## src/rtl/fast_subtractor_pipe_if.sv

```systemverilog
// Valid/ready operand and result bundle for fast_subtractor_pipe.
// The slave modport is the subtractor's view; the master modport is the source/sink side.
interface fast_subtractor_pipe_if #(
   parameter int unsigned WIDTH = 32
);
   logic             in_valid;
   logic             in_ready;
   logic [WIDTH-1:0] in_a;
   logic [WIDTH-1:0] in_b;
   logic             out_valid;
   logic             out_ready;
   logic [WIDTH-1:0] out_diff;
   logic             out_borrow;
   logic             out_overflow;

   modport master (
      output in_valid, in_a, in_b, out_ready,
      input  in_ready, out_valid, out_diff, out_borrow, out_overflow
   );

   modport slave (
      input  in_valid, in_a, in_b, out_ready,
      output in_ready, out_valid, out_diff, out_borrow, out_overflow
   );
endinterface

```

## src/rtl/fast_subtractor_pipe.sv

```systemverilog
// Three-stage pipelined subtractor (a + ~b + 1), split into lower/upper half lookahead
// stages, with borrow and signed-overflow flags and a bubble-free valid/ready chain.
module fast_subtractor_pipe #(
   parameter int unsigned WIDTH = 32
) (
   input logic                   clock,
   input logic                   reset,
   fast_subtractor_pipe_if.slave bus
);
   localparam int unsigned HALF = WIDTH / 2;

   logic             v1_q, v1_d;
   logic [WIDTH-1:0] a1_q, a1_d, b1_q, b1_d;

   logic             v2_q, v2_d;
   logic [HALF-1:0]  lo2_q, lo2_d;
   logic             c2_q, c2_d;
   logic [HALF-1:0]  ahi2_q, ahi2_d, bhi2_q, bhi2_d;

   logic             v3_q, v3_d;
   logic [WIDTH-1:0] diff3_q, diff3_d;
   logic             brw3_q, brw3_d;
   logic             ovf3_q, ovf3_d;

   logic             rdy1, rdy2, rdy3;
   logic [HALF:0]    lo_sum, hi_sum;

   always_comb begin
      rdy3 = !v3_q | bus.out_ready;
      rdy2 = !v2_q | rdy3;
      rdy1 = !v1_q | rdy2;

      // Carry-in of 1 on the lower half completes the two's-complement negation of b.
      lo_sum = {1'b0, a1_q[HALF-1:0]} + {1'b0, ~b1_q[HALF-1:0]} + {{HALF{1'b0}}, 1'b1};
      hi_sum = {1'b0, ahi2_q} + {1'b0, ~bhi2_q} + {{HALF{1'b0}}, c2_q};

      v1_d    = v1_q;
      a1_d    = a1_q;
      b1_d    = b1_q;
      v2_d    = v2_q;
      lo2_d   = lo2_q;
      c2_d    = c2_q;
      ahi2_d  = ahi2_q;
      bhi2_d  = bhi2_q;
      v3_d    = v3_q;
      diff3_d = diff3_q;
      brw3_d  = brw3_q;
      ovf3_d  = ovf3_q;

      if (rdy1) begin
         v1_d = bus.in_valid;
         a1_d = bus.in_a;
         b1_d = bus.in_b;
      end

      if (rdy2) begin
         v2_d   = v1_q;
         lo2_d  = lo_sum[HALF-1:0];
         c2_d   = lo_sum[HALF];
         ahi2_d = a1_q[WIDTH-1:HALF];
         bhi2_d = b1_q[WIDTH-1:HALF];
      end

      if (rdy3) begin
         v3_d    = v2_q;
         diff3_d = {hi_sum[HALF-1:0], lo2_q};
         brw3_d  = !hi_sum[HALF];
         ovf3_d  = (ahi2_q[HALF-1] ^ bhi2_q[HALF-1]) & (hi_sum[HALF-1] ^ ahi2_q[HALF-1]);
      end
   end

   always_ff @(posedge clock or negedge reset) begin
      if (!reset) begin
         v1_q    <= 1'b0;
         a1_q    <= '0;
         b1_q    <= '0;
         v2_q    <= 1'b0;
         lo2_q   <= '0;
         c2_q    <= 1'b0;
         ahi2_q  <= '0;
         bhi2_q  <= '0;
         v3_q    <= 1'b0;
         diff3_q <= '0;
         brw3_q  <= 1'b0;
         ovf3_q  <= 1'b0;
      end else begin
         v1_q    <= v1_d;
         a1_q    <= a1_d;
         b1_q    <= b1_d;
         v2_q    <= v2_d;
         lo2_q   <= lo2_d;
         c2_q    <= c2_d;
         ahi2_q  <= ahi2_d;
         bhi2_q  <= bhi2_d;
         v3_q    <= v3_d;
         diff3_q <= diff3_d;
         brw3_q  <= brw3_d;
         ovf3_q  <= ovf3_d;
      end
   end

   assign bus.in_ready     = rdy1;
   assign bus.out_valid    = v3_q;
   assign bus.out_diff     = diff3_q;
   assign bus.out_borrow   = brw3_q;
   assign bus.out_overflow = ovf3_q;
endmodule

```

## src/flat_wrapper.sv

```systemverilog
// flat-port wrapper written by rule: the top's interface ports become plain ports
module fast_subtractor_pipe_flat 
#(
   parameter int unsigned WIDTH = 32
)
  (clock, reset, bus_in_valid, bus_in_a, bus_in_b, bus_out_ready, bus_in_ready, bus_out_valid, bus_out_diff, bus_out_borrow, bus_out_overflow);
  fast_subtractor_pipe_if #(.WIDTH(WIDTH)) bus_i ();
  input logic clock;
  input logic reset;
  input wire logic [$bits(bus_i.in_valid)-1:0] bus_in_valid;
  input wire logic [$bits(bus_i.in_a)-1:0] bus_in_a;
  input wire logic [$bits(bus_i.in_b)-1:0] bus_in_b;
  input wire logic [$bits(bus_i.out_ready)-1:0] bus_out_ready;
  output wire logic [$bits(bus_i.in_ready)-1:0] bus_in_ready;
  output wire logic [$bits(bus_i.out_valid)-1:0] bus_out_valid;
  output wire logic [$bits(bus_i.out_diff)-1:0] bus_out_diff;
  output wire logic [$bits(bus_i.out_borrow)-1:0] bus_out_borrow;
  output wire logic [$bits(bus_i.out_overflow)-1:0] bus_out_overflow;
  assign bus_i.in_valid = bus_in_valid;
  assign bus_i.in_a = bus_in_a;
  assign bus_i.in_b = bus_in_b;
  assign bus_i.out_ready = bus_out_ready;
  assign bus_in_ready = bus_i.in_ready;
  assign bus_out_valid = bus_i.out_valid;
  assign bus_out_diff = bus_i.out_diff;
  assign bus_out_borrow = bus_i.out_borrow;
  assign bus_out_overflow = bus_i.out_overflow;
  fast_subtractor_pipe #(.WIDTH(WIDTH)) u_core (.clock(clock), .reset(reset), .bus(bus_i));
endmodule
```

## config.mk

```make
export PLATFORM = sky130hd
export DESIGN_NAME = fast_subtractor_pipe_flat
export DESIGN_NICKNAME = d
export VERILOG_FILES = /design/src/rtl/fast_subtractor_pipe_if.sv /design/src/rtl/fast_subtractor_pipe.sv /design/src/flat_wrapper.sv
export SDC_FILE = /design/constraint.sdc
export NUM_CORES = 1
export LEC_CHECK = 0
export BUFFER_PORTS_ARGS = -buffer_cell sky130_fd_sc_hd__buf_2
export CAP_MARGIN = 20
export CORE_MARGIN = 10
export CORE_UTILIZATION = 39
export DETAILED_ROUTE_END_ITERATION = 10
export SLEW_MARGIN = 20
export SYNTH_ARGS = -nofsm -noshare
export SYNTH_HDL_FRONTEND = slang
export SYNTH_SLANG_ARGS = --single-unit
```

## constraint.sdc

```tcl
create_clock -name clock -period 2.41 [get_ports clock]
set_input_delay 0.3615 -clock clock [delete_from_list [all_inputs] [get_ports clock]]
set_output_delay 0.3615 -clock clock [all_outputs]
set_load 0.02 [all_outputs]
```

==> impl_metrics.tcl, run 1 <==
set metrics [dict create \
    fp.dieW_um 154 \
    peakVddDrop_mv 0.673 \
    cp_max_fo 4 \
    cp-end-kind "flip-flop" \
    power_leakage_nw 4.21 \
    port_buffers 103 \
    post-dp-hpwl_um 11300 \
    power.total_w 0.00869 \
    fin_crit_sh 0.951 \
    antenna_cells 0 \
    row_count 49 \
    drv_cap 0 \
    crit_required_ps 2690 \
    die_height_um 154 \
    drtIter0Drc 296 \
    initial_core_util 0.394 \
    num_io_pins 104 \
    fin_area_sq_um 8620 \
    synth_seq_area_share 0.534 \
    slew_headroom 0.571 \
    hp-class "input port to flip-flop" \
    powerDensity_nw_per_um2 1010 \
    finalSetupViolations 0 \
    setup_ws_ps 117 \
    clk_pin_slew_ps 60 \
    grt_use_total 0.137 \
    drc 0 \
    syn-instance-count 700 \
    drv_slew 0 \
    placed_cell_area_sq_um 7910 \
    core_area_sq_um 17800 \
    tightest_slew_ps 644 \
    cts_root_buf "clkbuf_16" \
    antenna_left 0 \
    die-area_sq_um 23800 \
    cts-htree-levels 4 \
    crit_type "flip-flop to flip-flop" \
    antenna_found_initial 0 \
    cpMaxStageDelayCell "dfrtp_1" \
    wl_per_cell_um 15.1 \
    path_buf_inv 1 \
    avgSynthCellArea_sq_um 10.0 \
    clock_latency_ps 420 \
    preCtsSetupSlack_ps 16.0 \
    syn-num-nets 802 \
    final_hold_viol_count 0 \
    grt_max_degree 55 \
    cts_tree "yes" \
    grt_pass1_vias 5458 \
    cts.sinks 150 \
    synthesis.area_sq_um 7030 \
    yosysWarningCount 0 \
    max_freq_mhz 436 \
    status "finished clean" \
    postSynth.asyncResetShare 1.00 \
    routed_wl_um 15900 \
    synth_seq_cells 150 \
    path_cells "ha_1 > a21o_1 > or3_4 > o21ba_4 > a221o_1 > buf_4 > xnor2_2 > a21oi_1" \
    drive_above_1_share 0.268 \
    grt_overflow 0 \
    via_count 5140 \
    cts_inserted_buffers 17 \
    via_per_inst 4.88 \
    synth_cell_types 46 \
    finalClockSkew_ps 8.58 \
    worstPathArrival_ps 2570 \
    crit_family "compound AO/OA/AOI/OAI gates" \
    period_needed_ps 2290 \
    syn_to_final_growth_pct 22.6 \
    startpoint_type "flip-flop" \
    grt_pass1_wl_um 27100 \
    drt_pass1_iterations 4 \
    layout.nets 913 \
    max_stage_delay_ps 380 \
    synth_edf_count 0 \
    clk_path_buf_depth 2 \
    gp_congestion 0.824 \
    yosys_most_used_dff "dfrtp_1" \
]
registers in the layout, summed over array words and instances (netlist names):
register	count
u_core.a1_q	32
u_core.b1_q	32
u_core.bus.out_diff	32
u_core.ahi2_q	16
u_core.bhi2_q	16
u_core.lo2_q	16
u_core.bus.out_borrow	1
u_core.bus.out_overflow	1
u_core.bus.out_valid	1
u_core.c2_q	1
u_core.v1_q	1
u_core.v2_q	1
metal layers:
| layer | global-route usage | vias up | share of wire |
|---|---|---|---|
| li1 | - | 2583 | - |
| met1 | 0.171 | 2433 | 0.47 |
| met2 | 0.222 | 108 | 0.47 |
| met3 | 0.0474 | 16 | 0.049 |
| met4 | 0.0369 | 0 | 0.010 |
| met5 | 0 | - | 0 |
path summary, 6_finish.rpt:
| path | start | end | slack, ps | cells after the start |
|---|---|---|---|---|
| setup / recovery | u_core.ahi2_q[4] | u_core.bus.out_diff[29] | 120 | 8 |
| hold / removal | bus_in_valid | u_core.v1_q | 130 | 2 |
| setup reg to reg | u_core.ahi2_q[4] | u_core.bus.out_diff[29] | 120 | 8 |
| hold reg to reg | u_core.bus.out_diff[0] | u_core.bus.out_diff[0] | 460 | 2 |
| max in group asynchronous | reset | u_core.a1_q[3] | 1310 | 3 |
| min in group asynchronous | reset | u_core.bus.out_diff[29] | 460 | 2 |
layout by cell type, fill, tap and decap left out, types with 3 or more instances in the layout:
cell        instances
buf_4              14
a21o_1             10
mux2_2             47
clkinvlp_4          4
xor2_1             10
nor3_1              3
buf_2             102
nor2_1             30
a31oi_1             3
nand3_1             7
o211ai_1            3
o31ai_1             5
o21ai_0            55
clkbuf_8            4
and2_1              4
nor3b_1             3
nand4_1             3
nand2b_1            8
o21a_1              8
clkbuf_16          17
buf_12              3
inv_1              39
ha_1               31
bufinv_16           3
nor2b_1             5
nand2_1           161
xnor2_1             7
a21oi_1            34
dfrtp_1           150
kinds of logic (layout without fill, tap and decap cells):
| group | after synthesis | after routing | share of synthesized area |
|---|---|---|---|
| adders and majority gates | 34 | 34 | 0.0637 |
| DFF | 150 | 150 | 0.534 |
| and+or+nand+nor | 236 | 236 | 0.142 |
| muxes | 49 | 49 | 0.0781 |
| AOI/OAI and AO/OA | 145 | 145 | 0.124 |
| xor gates and xnor gates | 18 | 18 | 0.0224 |
| buffers and inverters | 68 | 192 | 0.0363 |
power by group:
part	internal (W)	switching, W	total, W	leakage [nW]
clock	0.00174	0.00106	0.00280	0.297
sequential	0.00306	0.000301	0.00336	1.77
combinational	0.00104	0.00149	0.00253	2.14
total	0.00584	0.00285	0.00869	4.21
synthesized netlist by cell type, types with 2 or more instances:
cell	instances	area share
ha_1	31	0.055
a21o_1	10	0.011
nand2_1	163	0.087
o21ai_0	57	0.041
a311oi_1	2	0.0025
fa_1	3	0.0085
o211ai_1	3	0.0032
a31oi_1	4	0.0036
o21ba_2	2	0.0028
xnor2_1	8	0.010
nand3_1	7	0.0050
nor2_1	30	0.016
o22ai_1	2	0.0018
mux2_2	47	0.075
inv_1	39	0.021
and2_2	2	0.0021
nor3b_1	3	0.0032
and2_1	4	0.0036
nor2b_1	6	0.0053
a211oi_1	3	0.0032
xor2_1	10	0.012
o21a_1	8	0.0085
o221ai_1	2	0.0025
a21oi_1	36	0.026
nand4_1	3	0.0027
nand2b_1	8	0.0071
o21bai_1	2	0.0021
clkbuf_1	25	0.013
o31ai_1	5	0.0053
or3_1	3	0.0027
dfrtp_1	150	0.53
mux2i_1	2	0.0028
o31a_1	2	0.0025
buf_1	4	0.0021
nor3_1	3	0.0021
through the flow:
step	utilization	std cells	TNS, ps	hold slack [ps]
floorplan	-	700	0	65.9
global placement	0.443	1019	0	341
detailed placement	0.443	1019	0	341
CTS	0.479	1052	0	117
global route	0.483	1053	-16.0	119
finish	0.483	1053	0	134
layout make-up:
type | instances | area, sq um
tap | 229 | 287
inverter | 39 | 146
fill | 1689 | 9220
timing repair buffer | 121 | 697
sequential | 150 | 3750
multi-input combinational | 482 | 3110
clock inverter | 11 | 148
clock buffer | 21 | 480
repair_timing:
item                                    CTS  global route
pin swaps                                 1             4
hold endpoints to repair                 46             0
hold buffers                              1             0
endpoints found under the setup margin    2             9
setup buffers                             0             1
resized for setup                         1            14
(Power assumes the default switching activity.)
==> inputs of run 2 (changes only) <==
- CORE_UTILIZATION: 39 -> 52
- PLACE_DENSITY: not set -> 0.77
==> run 2 against run 1 <==
  * Die area is 22% lower
  * Sequential share of layout area is 0.37 points higher
  * Combinational power hardly changed
  * Flip-flop and latch count stayed put
  * Routed wire length is 0.39% lower
  * Final cell count is 5.2% lower
  * Sequential power is 1% higher
  * Critical path type unchanged
  * Largest cell class unchanged
==> impl_metrics.tcl, run 2 (synthesis gave the netlist of run 1 again) <==
set metrics [dict create \
    cts_tree "yes" \
    cts_inserted_buffers 17 \
    clock_latency_ps 420 \
    final_hold_viol_count 0 \
    tns_ps 0 \
    cp-end-kind "flip-flop" \
    cts-htree-levels 4 \
    num_io_pins 104 \
    powerDensity_nw_per_um2 1020 \
    antenna_left 0 \
    drive_above_1_share 0.264 \
    crit_required_ps 2730 \
    via_per_inst 5.34 \
    power_leakage_nw 4.18 \
    grt_pass1_vias 5627 \
    timing.hold.ws_ps 145 \
    path_buf_inv 1 \
    crit_type "flip-flop to flip-flop" \
    antenna_found_initial 0 \
    peakVddDrop_mv 0.515 \
    fp.dieW_um 136 \
    syn_to_final_growth_pct 21.6 \
    initial_core_util 0.531 \
    cts_root_buf "clkbuf_16" \
    drc 0 \
    grt_max_degree 84 \
    via_count 5330 \
    placed_cell_area_sq_um 7810 \
    wl_per_cell_um 15.9 \
    die_height_um 136 \
    startpoint_type "flip-flop" \
    port_buffers 103 \
    fin_area_sq_um 8550 \
    routed_wl_um 15800 \
    layout_common_cells "161 x nand2_1, 150 x dfrtp_1, 102 x buf_2" \
    period_needed_ps 2360 \
    finalSetupViolations 0 \
    drv_slew 0 \
    setup_ws_ps 51.2 \
    drt_pass1_iterations 5 \
    finalClockSkew_ps 9.14 \
    antenna_cells 0 \
    layout.nets 911 \
    row_count 42 \
    grt_use_total 0.176 \
    post-dp-hpwl_um 11200 \
    tightest_slew_ps 732 \
    status "finished clean" \
    final_common_cell "nand2_1" \
    drtIter0Drc 385 \
    slew_headroom 0.512 \
    drv_cap 0 \
    rrSetupSlack_ps 50 \
    hp-class "input port to flip-flop" \
    core_area_sq_um 13200 \
    cpMaxStageDelayCell "dfrtp_1" \
    crit_family "compound AO/OA/AOI/OAI gates" \
    grt_overflow 0 \
    max_freq_mhz 424 \
    die-area_sq_um 18600 \
    gp_congestion 0.919 \
    cp_max_fo 4 \
    clk_pin_slew_ps 60 \
    clk_path_buf_depth 2 \
    max_stage_delay_ps 360 \
    path_cells "inv_1 > ha_4 > a21o_1 > or3_1 > o21ba_4 > a221o_1 > and3_4 > a311oi_2" \
    preCtsSetupSlack_ps -28.1 \
    worstPathArrival_ps 2680 \
    fin_crit_sh 0.979 \
    cts.sinks 150 \
    grt_pass1_wl_um 26400 \
]
run 2: final cells by class:
class | instances | area [sq um]
Sequential cell | 150 | 3750
Fill cell | 1093 | 4690
Multi-Input combinational cell | 482 | 3100
Clock buffer | 21 | 470
Inverter | 39 | 146
Timing Repair Buffer | 119 | 682
Clock inverter | 11 | 173
Tap cell | 176 | 220
run 2: worst paths after layout:
path / from / endpoint / cells past startpoint
setup reg to reg: u_core.bhi2_q[4] / u_core.bus.out_diff[31] / 8
hold reg to reg: u_core.bus.out_diff[0] / u_core.bus.out_diff[0] / 2
max in group asynchronous: reset / u_core.bus.out_diff[11] / 3
setup / recovery: u_core.bhi2_q[4] / u_core.bus.out_diff[31] / 8
min in group asynchronous: reset / u_core.bhi2_q[12] / 2
hold / removal: bus_in_b[9] / u_core.b1_q[9] / 3
run 2: where the power goes:
part           leakage (nW)  internal [W]  switching (W)
Combinational          2.11       0.00103        0.00149
Sequential             1.77       0.00306       0.000337
Clock                 0.302       0.00182        0.00101
run 2: repair_timing:
action,4_1_cts,5_1_grt
pin swaps,1,3
endpoints found under the hold margin,61,0
resized for setup,1,12
gates cloned,0,0
buffers inserted,0,2
hold buffers,1,0
setup endpoints to repair,1,8
run 2: tightest hold or removal path: cells and delay by family:
family,cells,cell delay [ps]
buffers and inverters,1,70
AOI/OAI and AO/OA,1,60
and+or+nand+nor,1,40
run 2: routing by layer:
metal  vias to the layer above  GRT usage  routed length [um]
li1                       2580          -                   -
met1                      2596      0.202                6750
met2                       133      0.304                7990
met3                        21     0.0520                 895
met4                         0     0.0645                 201
met5                         -          0                   0
run 2: per-stage QoR:
stage / power [W] / util / std cells
4_1_cts: 0.00873 / 0.639 / 996
5_1_grt: 0.00924 / 0.646 / 998
6_report: 0.00874 / 0.646 / 998
3_3_place_gp: 0.00573 / 0.589 / 963
3_5_place_dp: 0.00585 / 0.589 / 963
2_1_floorplan: 0.00501 / - / 700
==> inputs of run 3 (changes only) <==
- CORE_UTILIZATION: 52 -> 45
- PLACE_DENSITY: 0.77 -> 0.68
==> run 3 against run 2 <==
  * Fmax increased by 2.6%
  * Critical path depth unchanged
  * Largest cell class unchanged
  * Die area is 13% higher
  * Worst setup slack better by 60 ps
==> impl_metrics.tcl, run 3 (synthesis gave the netlist of run 1 again) <==
set metrics [dict create \
    status "finished clean" \
    drive_above_1_share 0.261 \
    slew_headroom 0.513 \
    crit_required_ps 2740 \
    initial_core_util 0.461 \
    multi_input_area_sq_um 3080 \
    tns_ps 0 \
    wl_per_cell_um 15.2 \
    worstPathArrival_ps 2630 \
    row_count 45 \
    intPower_w 0.00581 \
    period_needed_ps 2300 \
    fp.dieW_um 145 \
    num_io_pins 104 \
    crit_type "flip-flop to flip-flop" \
    antenna_left 0 \
    clk_pin_slew_ps 60 \
    combPwrFrac 0.285 \
    cp-end-kind "flip-flop" \
    layout_common_cells "161 x nand2_1, 150 x dfrtp_1, 102 x buf_2" \
    cts_root_buf "clkbuf_16" \
    timing.hold.ws_ps 140 \
    drv_slew 0 \
    via_per_inst 4.94 \
    grt_use_total 0.150 \
    fin_crit_sh 0.954 \
    grt_pass1_vias 5246 \
    grt_overflow 0 \
    tightest_slew_ps 730 \
    clkPwrFrac 0.325 \
    drc 0 \
    port_buffers 103 \
    cts_tree "yes" \
    die-area_sq_um 21000 \
    routed_wl_um 15700 \
    antenna_cells 0 \
    clock_latency_ps 420 \
    gp_congestion 0.806 \
    drv_cap 0 \
    setup_ws_ps 112 \
    finalSetupViolations 0 \
    preCtsSetupSlack_ps 2.77 \
    grt_pass1_wl_um 26300 \
    layout.nets 910 \
    hp-class "input port to flip-flop" \
    netSwitchingFraction 0.328 \
    seqPwrFrac 0.390 \
    peakVddDrop_mv 0.529 \
    core_area_sq_um 15300 \
    clk_path_buf_depth 2 \
    post-dp-hpwl_um 11100 \
    final_hold_viol_count 0 \
    via_count 5098 \
    cts.sinks 150 \
    seqCellArea_sq_um 3750 \
    max_freq_mhz 435 \
    power_leakage_nw 4.18 \
    grt_max_degree 69 \
    die_height_um 145 \
    startpoint_type "flip-flop" \
    final_common_cell "nand2_1" \
    powerDensity_nw_per_um2 1010 \
    syn_to_final_growth_pct 21.4 \
    drt_pass1_iterations 4 \
    cp_max_fo 4 \
    antenna_found_initial 0 \
    finalClockSkew_ps 8.06 \
    drtIter0Drc 272 \
    layoutNonFillerInstCount 1031 \
    dp_cells 999 \
    cts_inserted_buffers 17 \
    power.switching_w 0.00283 \
    cts-htree-levels 4 \
    n_fill_cell 1386 \
]
[run 3: cell count changes in the layout (fill, tap and decap cells not counted), sizes merged]
cell	before	now
inv	39	40
clkinv	3	5
buf	118	117
clkbuf	21	18
clkinvlp	4	3
[run 3: critical path, cell delays in order (launching register included)]
cell	delay, ps
dfrtp_1	370
inv_2	70
ha_4	210
a21o_1	180
or3_1	300
o21ba_2	240
a221o_1	380
and3_4	210
a311oi_1	240
[run 3: worst paths after layout]
path                                   from                 endpoint  slack, ps  depth (start not counted)
setup reg to reg           u_core.bhi2_q[4]  u_core.bus.out_diff[31]        110                          8
min in group asynchronous             reset          u_core.b1_q[29]        460                          2
setup / recovery           u_core.bhi2_q[4]  u_core.bus.out_diff[31]        110                          8
hold / removal                 bus_in_b[11]          u_core.b1_q[11]        140                          3
hold reg to reg             u_core.b1_q[16]         u_core.bhi2_q[0]        460                          2
max in group asynchronous             reset          u_core.b1_q[13]       1300                          3
[run 3: cell type report]
class                           instances  area share
Clock buffer                           18      0.0515
Inverter                               39      0.0172
Tap cell                              211      0.0309
Sequential cell                       150       0.440
Multi-Input combinational cell        482       0.360
Clock inverter                         13      0.0211
Timing Repair Buffer                  118      0.0790
[run 3: power by group through the flow]
| stage | logic (W) | registers (W) | clock network (W) |
|---|---|---|---|
| after global placement | 0.00239 | 0.00340 | 0 |
| after floorplan | 0.00139 | 0.00362 | 0 |
| after global routing | 0.00278 | 0.00344 | 0.00296 |
| after CTS | 0.00247 | 0.00337 | 0.00286 |
| final | 0.00246 | 0.00337 | 0.00280 |
| after detailed placement | 0.00244 | 0.00341 | 0 |
[run 3: repair_timing]
action                                  CTS  global route
setup buffers                             0             0
hold buffers                              1             0
endpoints found under the setup margin    2             7
hold endpoints to repair                 50             0
pin swaps                                 1             4
resized for setup                         1             9
[run 3: routing by layer]
layer | GRT usage | wire length (um)
met5 | 0 | 0
met4 | 0.0567 | 286
met3 | 0.0369 | 647
met2 | 0.243 | 7340
met1 | 0.190 | 7380
[run 3: through the flow]
stage                     instance area, sq um  total power, W  utilization
after floorplan                           7030         0.00501            -
after global placement                    7860         0.00579        0.515
after detailed placement                  7860         0.00585        0.515
after CTS                                 8500         0.00870        0.557
after global routing                      8530         0.00918        0.559
final                                     8530         0.00864        0.559
